===== src/rtl/mathb_mac_seq.sv =====
// Job sequencer for the math block MAC array: streams TPRAM operand/coefficient
// pairs into the MAC, waits out the output pipeline and hands the result over valid/ready.
module mathb_mac_seq #(
    parameter int ADDR_W = 10,
    parameter int LEN_W  = 10
) (
    input  logic              EFPGA2MATHB_CLK,
    input  logic              acc_ff_rstn,
    input  logic              start,
    input  logic              abort,
    input  logic [LEN_W-1:0]  len,
    input  logic [ADDR_W-1:0] oper_base,
    input  logic [ADDR_W-1:0] coef_base,
    input  logic [1:0]        cfg_dataout_sel,
    input  logic [5:0]        cfg_mac_out_sel,
    input  logic              cfg_sat,
    input  logic              cfg_rnd,
    input  logic              cfg_tc,
    output logic              busy,
    output logic              done,
    output logic [31:0]       result,
    output logic              result_valid,
    input  logic              result_ready,
    output logic              tpram_ren,
    output logic [ADDR_W-1:0] oper_raddr,
    output logic [ADDR_W-1:0] coef_raddr,
    output logic              mathb_clk_en,
    output logic              mathb_acc_clear,
    output logic              mathb_acc_sat,
    output logic              mathb_acc_rnd,
    output logic              mathb_tc,
    output logic [5:0]        mathb_mac_out_sel,
    output logic [1:0]        mathb_dataout_sel,
    output logic              mathb_oper_sel,
    output logic              mathb_coef_sel,
    input  logic [31:0]       mathb_mac_out
);

    typedef enum logic [2:0] {IDLE, CLEAR, RUN, DRAIN, WAIT1, WAIT2, HOLD} state_t;

    state_t            state_q, state_d;
    logic [LEN_W-1:0]  len_q, len_d, idx_q, idx_d;
    logic [ADDR_W-1:0] oper_base_q, oper_base_d, coef_base_q, coef_base_d;
    logic [ADDR_W-1:0] oper_raddr_q, oper_raddr_d, coef_raddr_q, coef_raddr_d;
    logic              busy_q, busy_d, done_q, done_d, result_valid_q, result_valid_d;
    logic              ren_q, ren_d, clk_en_q, clk_en_d, acc_clear_q, acc_clear_d;
    logic              sat_q, sat_d, rnd_q, rnd_d, tc_q, tc_d, sel_q, sel_d;
    logic [5:0]        mos_q, mos_d;
    logic [1:0]        ds_q, ds_d;
    logic [31:0]       result_q, result_d;
    logic              to_idle;

    always_comb begin
        state_d        = state_q;
        len_d          = len_q;
        idx_d          = idx_q;
        oper_base_d    = oper_base_q;
        coef_base_d    = coef_base_q;
        oper_raddr_d   = oper_raddr_q;
        coef_raddr_d   = coef_raddr_q;
        busy_d         = busy_q;
        done_d         = 1'b0;
        result_valid_d = result_valid_q;
        result_d       = result_q;
        ren_d          = ren_q;
        clk_en_d       = clk_en_q;
        acc_clear_d    = 1'b0;
        sat_d          = sat_q;
        rnd_d          = rnd_q;
        tc_d           = tc_q;
        sel_d          = sel_q;
        mos_d          = mos_q;
        ds_d           = ds_q;
        to_idle        = 1'b0;

        case (state_q)
            IDLE: begin
                if (start && len != '0) begin
                    state_d      = CLEAR;
                    len_d        = len;
                    idx_d        = LEN_W'(1);
                    oper_base_d  = oper_base;
                    coef_base_d  = coef_base;
                    oper_raddr_d = oper_base;
                    coef_raddr_d = coef_base;
                    busy_d       = 1'b1;
                    ren_d        = 1'b1;
                    clk_en_d     = 1'b1;
                    acc_clear_d  = 1'b1;
                    sel_d        = 1'b1;
                    sat_d        = cfg_sat;
                    rnd_d        = cfg_rnd;
                    tc_d         = cfg_tc;
                    mos_d        = cfg_mac_out_sel;
                    ds_d         = cfg_dataout_sel;
                end
            end
            // idx_q holds the index to be issued next; once it reaches len every pair has been read.
            CLEAR, RUN: begin
                if (idx_q == len_q) begin
                    state_d = DRAIN;
                    ren_d   = 1'b0;
                end else begin
                    state_d      = RUN;
                    oper_raddr_d = oper_base_q + ADDR_W'(idx_q);
                    coef_raddr_d = coef_base_q + ADDR_W'(idx_q);
                    idx_d        = idx_q + LEN_W'(1);
                end
            end
            DRAIN: begin
                state_d  = WAIT1;
                clk_en_d = 1'b0;
                sel_d    = 1'b0;
            end
            WAIT1: state_d = WAIT2;
            WAIT2: begin
                state_d        = HOLD;
                result_d       = mathb_mac_out;
                result_valid_d = 1'b1;
                done_d         = 1'b1;
                busy_d         = 1'b0;
            end
            HOLD: begin
                if (result_ready) begin
                    result_valid_d = 1'b0;
                    to_idle        = 1'b1;
                end
            end
            default: state_d = IDLE;
        endcase

        if (abort && state_q inside {CLEAR, RUN, DRAIN, WAIT1, WAIT2}) begin
            to_idle = 1'b1;
        end

        if (to_idle) begin
            state_d     = IDLE;
            busy_d      = 1'b0;
            ren_d       = 1'b0;
            clk_en_d    = 1'b0;
            acc_clear_d = 1'b0;
            sel_d       = 1'b0;
            sat_d       = 1'b0;
            rnd_d       = 1'b0;
            tc_d        = 1'b0;
            mos_d       = '0;
            ds_d        = '0;
        end
    end

    always_ff @(posedge EFPGA2MATHB_CLK or negedge acc_ff_rstn) begin
        if (!acc_ff_rstn) begin
            state_q        <= IDLE;
            len_q          <= '0;
            idx_q          <= '0;
            oper_base_q    <= '0;
            coef_base_q    <= '0;
            oper_raddr_q   <= '0;
            coef_raddr_q   <= '0;
            busy_q         <= 1'b0;
            done_q         <= 1'b0;
            result_valid_q <= 1'b0;
            result_q       <= '0;
            ren_q          <= 1'b0;
            clk_en_q       <= 1'b0;
            acc_clear_q    <= 1'b0;
            sat_q          <= 1'b0;
            rnd_q          <= 1'b0;
            tc_q           <= 1'b0;
            sel_q          <= 1'b0;
            mos_q          <= '0;
            ds_q           <= '0;
        end else begin
            state_q        <= state_d;
            len_q          <= len_d;
            idx_q          <= idx_d;
            oper_base_q    <= oper_base_d;
            coef_base_q    <= coef_base_d;
            oper_raddr_q   <= oper_raddr_d;
            coef_raddr_q   <= coef_raddr_d;
            busy_q         <= busy_d;
            done_q         <= done_d;
            result_valid_q <= result_valid_d;
            result_q       <= result_d;
            ren_q          <= ren_d;
            clk_en_q       <= clk_en_d;
            acc_clear_q    <= acc_clear_d;
            sat_q          <= sat_d;
            rnd_q          <= rnd_d;
            tc_q           <= tc_d;
            sel_q          <= sel_d;
            mos_q          <= mos_d;
            ds_q           <= ds_d;
        end
    end

    assign busy              = busy_q;
    assign done              = done_q;
    assign result            = result_q;
    assign result_valid      = result_valid_q;
    assign tpram_ren         = ren_q;
    assign oper_raddr        = oper_raddr_q;
    assign coef_raddr        = coef_raddr_q;
    assign mathb_clk_en      = clk_en_q;
    assign mathb_acc_clear   = acc_clear_q;
    assign mathb_acc_sat     = sat_q;
    assign mathb_acc_rnd     = rnd_q;
    assign mathb_tc          = tc_q;
    assign mathb_mac_out_sel = mos_q;
    assign mathb_dataout_sel = ds_q;
    assign mathb_oper_sel    = sel_q;
    assign mathb_coef_sel    = sel_q;

endmodule


===== config.mk =====
export PLATFORM = sky130hd
export DESIGN_NAME = mathb_mac_seq
export DESIGN_NICKNAME = d
export VERILOG_FILES = /design/src/rtl/mathb_mac_seq.sv
export SDC_FILE = /design/constraint.sdc
export NUM_CORES = 1
export LEC_CHECK = 0
export BUFFER_PORTS_ARGS = -buffer_cell sky130_fd_sc_hd__buf_4
export CAP_MARGIN = 25
export CORE_MARGIN = 4
export CORE_UTILIZATION = 50
export DETAILED_ROUTE_END_ITERATION = 7
export PLACE_DENSITY = 0.83
export SETUP_SLACK_MARGIN = 0.2
export SLEW_MARGIN = 15
export SYNTH_ARGS = -nofsm -noshare
export SYNTH_HDL_FRONTEND = slang
export SYNTH_SLANG_ARGS = --single-unit

===== constraint.sdc =====
create_clock -name EFPGA2MATHB_CLK -period 2.5 [get_ports EFPGA2MATHB_CLK]
set_input_delay 0.5 -clock EFPGA2MATHB_CLK [delete_from_list [all_inputs] [get_ports EFPGA2MATHB_CLK]]
set_output_delay 0.5 -clock EFPGA2MATHB_CLK [all_outputs]
set_load 0.02 [all_outputs]

Yosys cells after proc, flatten, opt, wreduce, memory -nomap -nowiden
Index checks and enable logic that the tools add are counted.
{ "totals": {"word_cells": 101, "input_bits": 78, "reg_bits": 112, "output_inout_bits": 71} }
{ "op_classes": {"eq_ne": 13, "n_mux": 45, "n_reduce_logical": 21, "n_addsub": 3} }
{ "op_table": {"columns": ["cell", "count"], "rows": [
  ["10-bit two-way mux", 6],
  ["10-bit case mux with 2 select lines", 3],
  ["1-bit two-way mux", 23],
  ["10-bit adder", 2],
  ["6-bit two-way mux", 3],
  ["3-bit case mux with 6 select lines", 1],
  ["2-bit AND reduction", 6],
  ["10-bit by 1-bit adder with 10-bit output, second input constant", 1],
  ["10-bit equality test", 1],
  ["10-bit nonzero test", 1],
  ["3-bit equality test, second input constant", 3],
  ["3-bit nonzero test", 3],
  ["2-bit inequality test, second input constant", 4],
  ["1-bit case mux with 2 select lines", 4],
  ["2-bit nonzero test", 4],
  ["3-bit by 2-bit equality test with 1-bit output, second input constant", 2],
  ["2-bit two-way mux", 3],
  ["3-bit two-way mux", 2],
  ["3-bit inequality test, second input constant", 2],
  ["3-bit AND reduction", 2],
  ["5-bit nonzero test", 1],
  ["3-bit by 1-bit equality test with 1-bit output, second input constant", 1],
  ["3-bit logical NOT", 1],
  ["1-bit logical AND", 2],
  ["2-bit OR reduction", 1]
]} }

Longest topological paths before layout
Gate-level depths: netlist of run 1.
{ "depth": {"ltp_word": 6, "depth_mapped": 8, "depth_no_buf": 7} }

Least setup slack after synthesis of run 1
Ideal clock, no wire load.
{ "synth_timing": {"path_type": "reg-to-reg", "startpoint": "register idx_q[0]", "endpoint": "register oper_raddr_q[6], in the netlist oper_raddr[6]", "t_arrival_ns": 2.018, "required_ns": 2.373, "n_path_buf": 0, "path_stages_with_launch": 8, "synth_period_minus_slack_ns": 2.145, "slack_ns": 0.355, "setup_time_ns": 0.127, "cell_sequence": "dfrtp_1 ha_1 fa_1 a211oi_1 o21ai_0 a21oi_1 o31ai_1 mux2_1"} }
{ "synth_between": {"elab_chain_cells": 3, "word_cells_on_any_way": 6, "cone_classes": "add/sub (1); eq/ne (2); mux (2); reduce/logical (1)"} }
{ "synth_rtl": {"columns": ["element", "line", "rtl"], "rows": [
  ["from (decl)", "42", "logic [LEN_W-1:0] len_q, len_d, idx_q, idx_d;"],
  ["from (signal assigned)", "176", "idx_q <= idx_d;"],
  ["10-bit adder / 10-bit equality test (equally long branches)", "105, 100", null],
  ["10-bit two-way mux / 2-bit inequality test (equally long branches)", null, null],
  ["10-bit case mux with 2 select lines / 3-bit AND reduction (equally long branches)", null, null],
  ["to (signal assigned)", "179", "oper_raddr_q <= oper_raddr_d;"],
  ["to (decl)", "44", "logic [ADDR_W-1:0] oper_raddr_q, oper_raddr_d, coef_raddr_q, coef_raddr_d;"]
]} }
Several ways; a longest one is shown, not always the timed one. The select of a mux whose other input is x is not followed.
A chain may end at the register's enable or synchronous reset.

Worst setup path after layout of run 1
{ "layout_timing": {"startpoint": "register idx_q[1]", "endpoint": "register coef_raddr_q[7], in the netlist coef_raddr[7]"} }
{ "layout_between": {"elab_chain_cells": 3, "word_cells_on_any_way": 6, "cone_classes": "add/sub (1); eq/ne (2); mux (2); reduce/logical (1)"} }
{ "layout_rtl": {"columns": ["element", "line", "rtl"], "rows": [
  ["10-bit adder / 10-bit equality test (equally long branches)", "106, 100", null],
  ["10-bit two-way mux / 2-bit inequality test (equally long branches)", null, null],
  ["10-bit case mux with 2 select lines / 3-bit AND reduction (equally long branches)", null, null],
  ["to (signal assigned)", "180", "coef_raddr_q <= coef_raddr_d;"],
  ["to (decl)", "44", null]
]} }
Several ways; a longest one is shown, not always the timed one. The select of a mux whose other input is x is not followed.

==> results of run 1 <==
## timing repair
item,in CTS,in global routing
pin swaps,1,1
resized for setup,4,7
endpoints found under the setup margin,4,6
setup buffers,0,2
## flip-flops by register name, indices dropped and copies added, names as in the netlist, 2 cells and up
signal             count
idx_q                 10
mathb_mac_out_sel      6
coef_base_q           10
coef_raddr            10
result                32
state_q                3
len_q                 10
oper_base_q           10
oper_raddr            10
mathb_dataout_sel      2
## cells in the mapped netlist, types with 3 or more instances
| cell | count | area (µm²) |
|---|---|---|
| nand3_1 | 12 | 60.06 |
| a21oi_1 | 14 | 70.07 |
| a22o_1 | 11 | 96.34 |
| o211ai_1 | 3 | 22.52 |
| ha_1 | 19 | 237.7 |
| or2_2 | 4 | 25.02 |
| nand2b_1 | 4 | 25.02 |
| and3_1 | 6 | 37.54 |
| a211oi_1 | 6 | 45.04 |
| buf_2 | 10 | 50.05 |
| a31oi_1 | 10 | 62.56 |
| nand2_1 | 116 | 435.4 |
| o21a_1 | 4 | 30.03 |
| mux2i_1 | 12 | 120.1 |
| mux2_1 | 5 | 56.30 |
| xnor2_1 | 3 | 26.28 |
| nor3b_1 | 4 | 30.03 |
| o21ai_0 | 23 | 115.1 |
| a21o_1 | 7 | 52.55 |
| inv_1 | 6 | 22.52 |
| nor2_1 | 17 | 63.81 |
| nor4_1 | 6 | 37.54 |
| mux2_2 | 37 | 416.7 |
| clkbuf_1 | 9 | 33.78 |
| buf_1 | 5 | 18.77 |
| o31ai_1 | 6 | 45.04 |
| nand4_1 | 4 | 25.02 |
| nor3_1 | 11 | 55.05 |
| xor2_1 | 16 | 140.1 |
| dfrtp_1 | 112 | 2803 |
## worst paths after layout
kind,start,end,cells past startpoint
max in group asynchronous,acc_ff_rstn,idx_q[1],2
hold reg to reg,coef_base_q[3],coef_base_q[3],2
min in group EFPGA2MATHB_CLK,len[3],len_q[3],3
setup / recovery,idx_q[1],coef_raddr[7],6
hold / removal,acc_ff_rstn,oper_base_q[4],1
setup reg to reg,idx_q[1],coef_raddr[7],6
## stage by stage
step | hold WS (ns) | worst slack, ns | util [%]
floorplan | 0.2044 | 0.3545 | -
CTS | 0.09603 | 0.2065 | 65.76
detailed placement | 0.4747 | 0.1716 | 63.82
global placement | 0.4629 | 0.2964 | 63.82
finish | 0.09521 | 0.2393 | 66.05
global route | 0.1181 | 0.1969 | 66.05
## kinds of logic after synthesis
family / synth area share, %
buf+inv: 2.969
xor+xnor: 2.969
fa+ha+maj: 4.955
compound gates: 12.48
simple gates: 16.05
mux: 10.58
flops: 50.00
## where the power goes
part / total, mW / leakage (nW) / switching, mW / internal, mW
clock network: 1.14 / 0.0997 / 0.660 / 0.478
logic: 4.92 / 2.15 / 2.75 / 2.17
registers: 3.18 / 1.39 / 0.562 / 2.61
total: 9.23 / 3.64 / 3.97 / 5.27
## area by class of cell
class / instances / share of cell area, %
clock buffers: 9 / 1.722
clock inverters: 6 / 1.079
inverters: 7 / 0.3653
multi-input cells: 392 / 36.99
flip-flops and latches: 112 / 39.00
well taps: 140 / 2.436
repair buffers: 173 / 18.41
## layer usage
| metal | track usage, % | vias up | wire length [µm] |
|---|---|---|---|
| li1 | - | 2220 | - |
| met1 | 27.74 | 2266 | 5642 |
| met2 | 39.73 | 216 | 7300 |
| met3 | 9.973 | 24 | 1650 |
| met4 | 8.393 | 2 | 360 |
| met5 | 0 | - | 7 |
## critical path, cell delays in order (launching register included)
cell and delay [ns]:
dfrtp_2 0.50, ha_1 0.35, a211oi_1 0.32, o21ai_0 0.25
a2111oi_0 0.51, a31oi_1 0.09, a31oi_1 0.19
==> run summary, run 1 <==
status: completed
P_leak: 3.639 nW
endpoint class of the critical path: flip-flop
core footprint: 10890 µm²
commonest non-fill, non-tap cell in the layout: buf_4
Post-Syn Nets: 638
# fillers: 879
CTS Buf Count: 9
CP Max Fanout: 8
Port Buffer Count: 148
fin cells: 839
fmax: 0.4424 GHz
drt drc: 0
period utilization: 90.43%
detailed router's first-iteration violation count: 325
Multi-input gate area: 2660 µm²
vias in the first global route: 5076
TritonRoute pass-1 iters: 6
htree depth: 3
slew of the pin with the lowest slew margin: 0.6729 ns
Bufs on Longest Clock Path: 2
# rows: 38
WP data required: 2.81 ns
Post-synth ARST share: 100.0%
Peak VDD IR: 814.2 µV
YS warnings: 0
vias post-DR: 4728
Top FF cell, synth: dfrtp_1
Post-synth EDFFs: 0
sequential share of the synthesized area: 50.00%
flops & latches, synth: 112
syn_area_per_cell: 10.40 µm²
vias per cell: 5.635
Synth cell types: 56
P&R area growth vs syn: 28.30%
WL/cell: 17.83 µm
Antenna Cells: 0
fin nets: 794
height of the die: 113.9 µm
post-DP HPWL: 11370 µm
PD cells: 1284 nW/µm²
initial antenna violation count: 1
Final Power: 9.232 mW
relative slew slack: 54.97%
Root Buffer: clkbuf_8
Hold-fix buffers, CTS: 0
crit path kind: reg -> reg
Synth Cell Area: 5605 µm²
ANT nets after route: 0
most frequent cells in the layout: buf_4 (171), nand2_1 (116), dfrtp_1 (110), mux2_2 (37), o21ai_0 (21)
Max Cap Violations: 0
Initial Util: 51.48%
CTS tree: yes
placed insts: 822
clock sink count: 112
FF-to-FF setup slack: 0.24 ns
Post-Route WL: 14960 µm
DIE AREA: 12970 µm²
clk_lat worst skew: 0.39 ns
global route total overflow: 0
class of the worst hold path: in -> async
register area: 2805 µm²
Final Cell Area: 7192 µm²
Final setup viols: 0
CP arrival: 2.57 ns
first-pass GRT wire length: 24410 µm
final slew viol count: 0
total negative setup slack: 0 ns
Worst Setup Start Kind: flip-flop
clk_skew: 0.01309 ns
largest net degree at the start of global routing: 44
post-route minimum period: 2.261 ns
# IOs: 149
Post-Syn Instances: 539
unrepaired setup endpoints after global routing: true
share of layout cells above drive strength 1: 34.48%
Final Wtd Congestion: 0.8808
CTS clock-pin slew for the worst setup and hold paths: 0.11 ns
global router's overall resource usage: 23.83%
Placement Cell Area: 6949 µm²
die outline width: 113.9 µm
final hold violation count: 0
Power figures use the tool's default switching activity.
==> run 2: changes to the inputs <==
BUFFER_PORTS_ARGS = -buffer_cell sky130_fd_sc_hd__buf_2   (was -buffer_cell sky130_fd_sc_hd__buf_4)
CORE_ASPECT_RATIO = 1.75   (was not set)
==> run 2 against run 1 <==
Worst setup slack better by 0.025 ns. Final cell count is 1.8% lower. Hold slack better by 0.090 ns. Critical path depth stayed put. Clock skew is 0.0075 ns lower. Total power is 0.94% lower. Fmax is 1.1% higher. Non-clock buffer count is 6 lower.
==> run summary, run 2 (synthesized netlist as in run 1, its figures left out) <==
status: completed
fin cells: 824 (-1.8%)
WP data required: 2.72 ns (-0.09 ns)
initial antenna violation count: 0 (-1)
Final Wtd Congestion: 0.9023 (+2.4%)
CP arrival: 2.46 ns (-0.11 ns)
# rows: 50 (+32%)
# IOs: 149 (unchanged)
height of the die: 148.1 µm (+30%)
period utilization: 89.45% (-0.98 points)
vias in the first global route: 5056 (-0.39%)
PD cells: 1337 nW/µm² (+4.1%)
core footprint: 10820 µm² (-0.60%)
vias post-DR: 4841 (+2.4%)
fin nets: 788 (-0.76%)
Port Buffer Count: 148 (unchanged)
Max Cap Violations: 0 (unchanged)
crit path kind: reg -> reg
setup bufs post-CTS: 0 (unchanged)
CTS tree: yes
placed insts: 808 (-1.7%)
clk_lat worst skew: 0.35 ns (-0.04 ns)
htree depth: 3 (unchanged)
most frequent cells in the layout: buf_2 (147), nand2_1 (116), dfrtp_1 (111), mux2_2 (37), o21ai_0 (20)
TritonRoute pass-1 iters: 5 (-1)
drt drc: 0 (unchanged)
ANT nets after route: 0 (unchanged)
Antenna Cells: 0 (unchanged)
detailed router's first-iteration violation count: 415 (+28%)
global router's overall resource usage: 23.56% (-0.28 points)
post-route minimum period: 2.236 ns (-0.02452 ns)
Final Power: 9.145 mW (-0.94%)
CTS clock-pin slew for the worst setup and hold paths: 0.08 ns (-0.03 ns)
CP Max Fanout: 5 (-3)
Final setup viols: 0 (unchanged)
P&R area growth vs syn: 22.05%
P_leak: 3.540 nW (-2.7%)
max reg flops: 32 (unchanged)
slew of the pin with the lowest slew margin: 0.6949 ns (+0.02191 ns)
Final Cell Area: 6842 µm² (-4.9%)
Worst Setup Start Kind: flip-flop
first-pass GRT wire length: 24050 µm (-1.5%)
clk_skew: 0.005628 ns (-0.007460 ns)
relative slew slack: 53.68% (-1.3 points)
largest net degree at the start of global routing: 55 (+25%)
CTS Buf Count: 9 (unchanged)
vias per cell: 5.875 (+4.3%)
unrepaired setup endpoints after global routing: true
# fillers: 852 (-3.1%)
commonest non-fill, non-tap cell in the layout: buf_2
Placement Cell Area: 6526 µm² (-6.1%)
Peak VDD IR: 767.6 µV (-5.7%)
share of layout cells above drive strength 1: 33.86% (-0.62 points)
DIE AREA: 13040 µm² (+0.52%)
final slew viol count: 0 (unchanged)
total negative setup slack: 0 ns (unchanged)
Hold-fix buffers, CTS: 0 (unchanged)
Post-Route WL: 14980 µm (+0.15%)
Bufs on Longest Clock Path: 2 (unchanged)
clock sink count: 112 (unchanged)
fmax: 0.4472 GHz (+1.1%)
WL/cell: 18.18 µm (+2.0%)
global route total overflow: 0 (unchanged)
die outline width: 88.04 µm (-23%)
post-DP HPWL: 11190 µm (-1.6%)
Root Buffer: clkbuf_16
endpoint class of the critical path: flip-flop
class of the worst hold path: in -> async
final hold violation count: 0 (unchanged)
Initial Util: 51.79% (+0.31 points)
Post-Route Utilization: 63.21% (-2.8 points)
reg2reg path depth: 6 (unchanged)
[run 2: cell types whose count changed in the layout (fill, tap and decap cells not counted), moves of 9 or more]
cell and delta:
clkbuf_8 -9, buf_2 +147, clkbuf_16 +9, buf_4 -152
[run 2: report_power, final]
part / switching, mW / internal (mW) / leakage [nW]
Combinational: 2.75 / 1.83 / 2.00
Sequential: 0.547 / 2.62 / 1.40
Clock: 0.700 / 0.697 / 0.140
[run 2: timing repair]
item | CTS | global route
setup endpoints to repair | 5 | 10
pin swaps | 0 | 0
resized for setup | 4 | 9
[run 2: final cells by class]
cell class	instances	area, µm²	area share (%)
multi-input cells	392	2664	38.94
repair buffers	167	898.4	13.13
inverters	7	26.28	0.3841
clock inverters	7	61.31	0.8961
well taps	130	162.7	2.377
clock buffers	9	225.2	3.292
flip-flops and latches	112	2804	40.98
[run 2: path summary, 6_finish.rpt]
kind | from | endpoint | slack [ns]
worst max-delay path | idx_q[1] | coef_raddr[9] | 0.26
worst min-delay path | acc_ff_rstn | done | 0.19
worst max register to register | idx_q[1] | coef_raddr[9] | 0.26
worst min register to register | coef_base_q[8] | coef_base_q[8] | 0.48
max in group asynchronous | acc_ff_rstn | idx_q[1] | 1.61
min in group EFPGA2MATHB_CLK | oper_base[0] | oper_base_q[0] | 0.35
[run 2: layer usage]
layer  global-route usage [%]  up-vias  share of wire (%)
met5                        0        -                  0
met2                    41.96      236                 54
met4                    11.20        0                4.2
met1                    26.10     2335                 35
li1                         -     2218                  -
met3                    4.933       52                7.0
[run 2: metrics by stage]
stage	worst slack, ns	hold WS [ns]
after floorplan	0.3545	0.2044
after detailed placement	0.1556	0.4694
final	0.2639	0.1855
after CTS	0.1852	0.2041
after global placement	0.1856	0.4617
after global routing	0.1241	0.2319
[run 2: critical path, stage by stage (launching register included)]
cell and delay (ns):
dfrtp_1 0.50, ha_1 0.38, a211oi_1 0.36, o21ai_0 0.18, and3_1 0.21, o311ai_1 0.35, o211ai_1 0.13
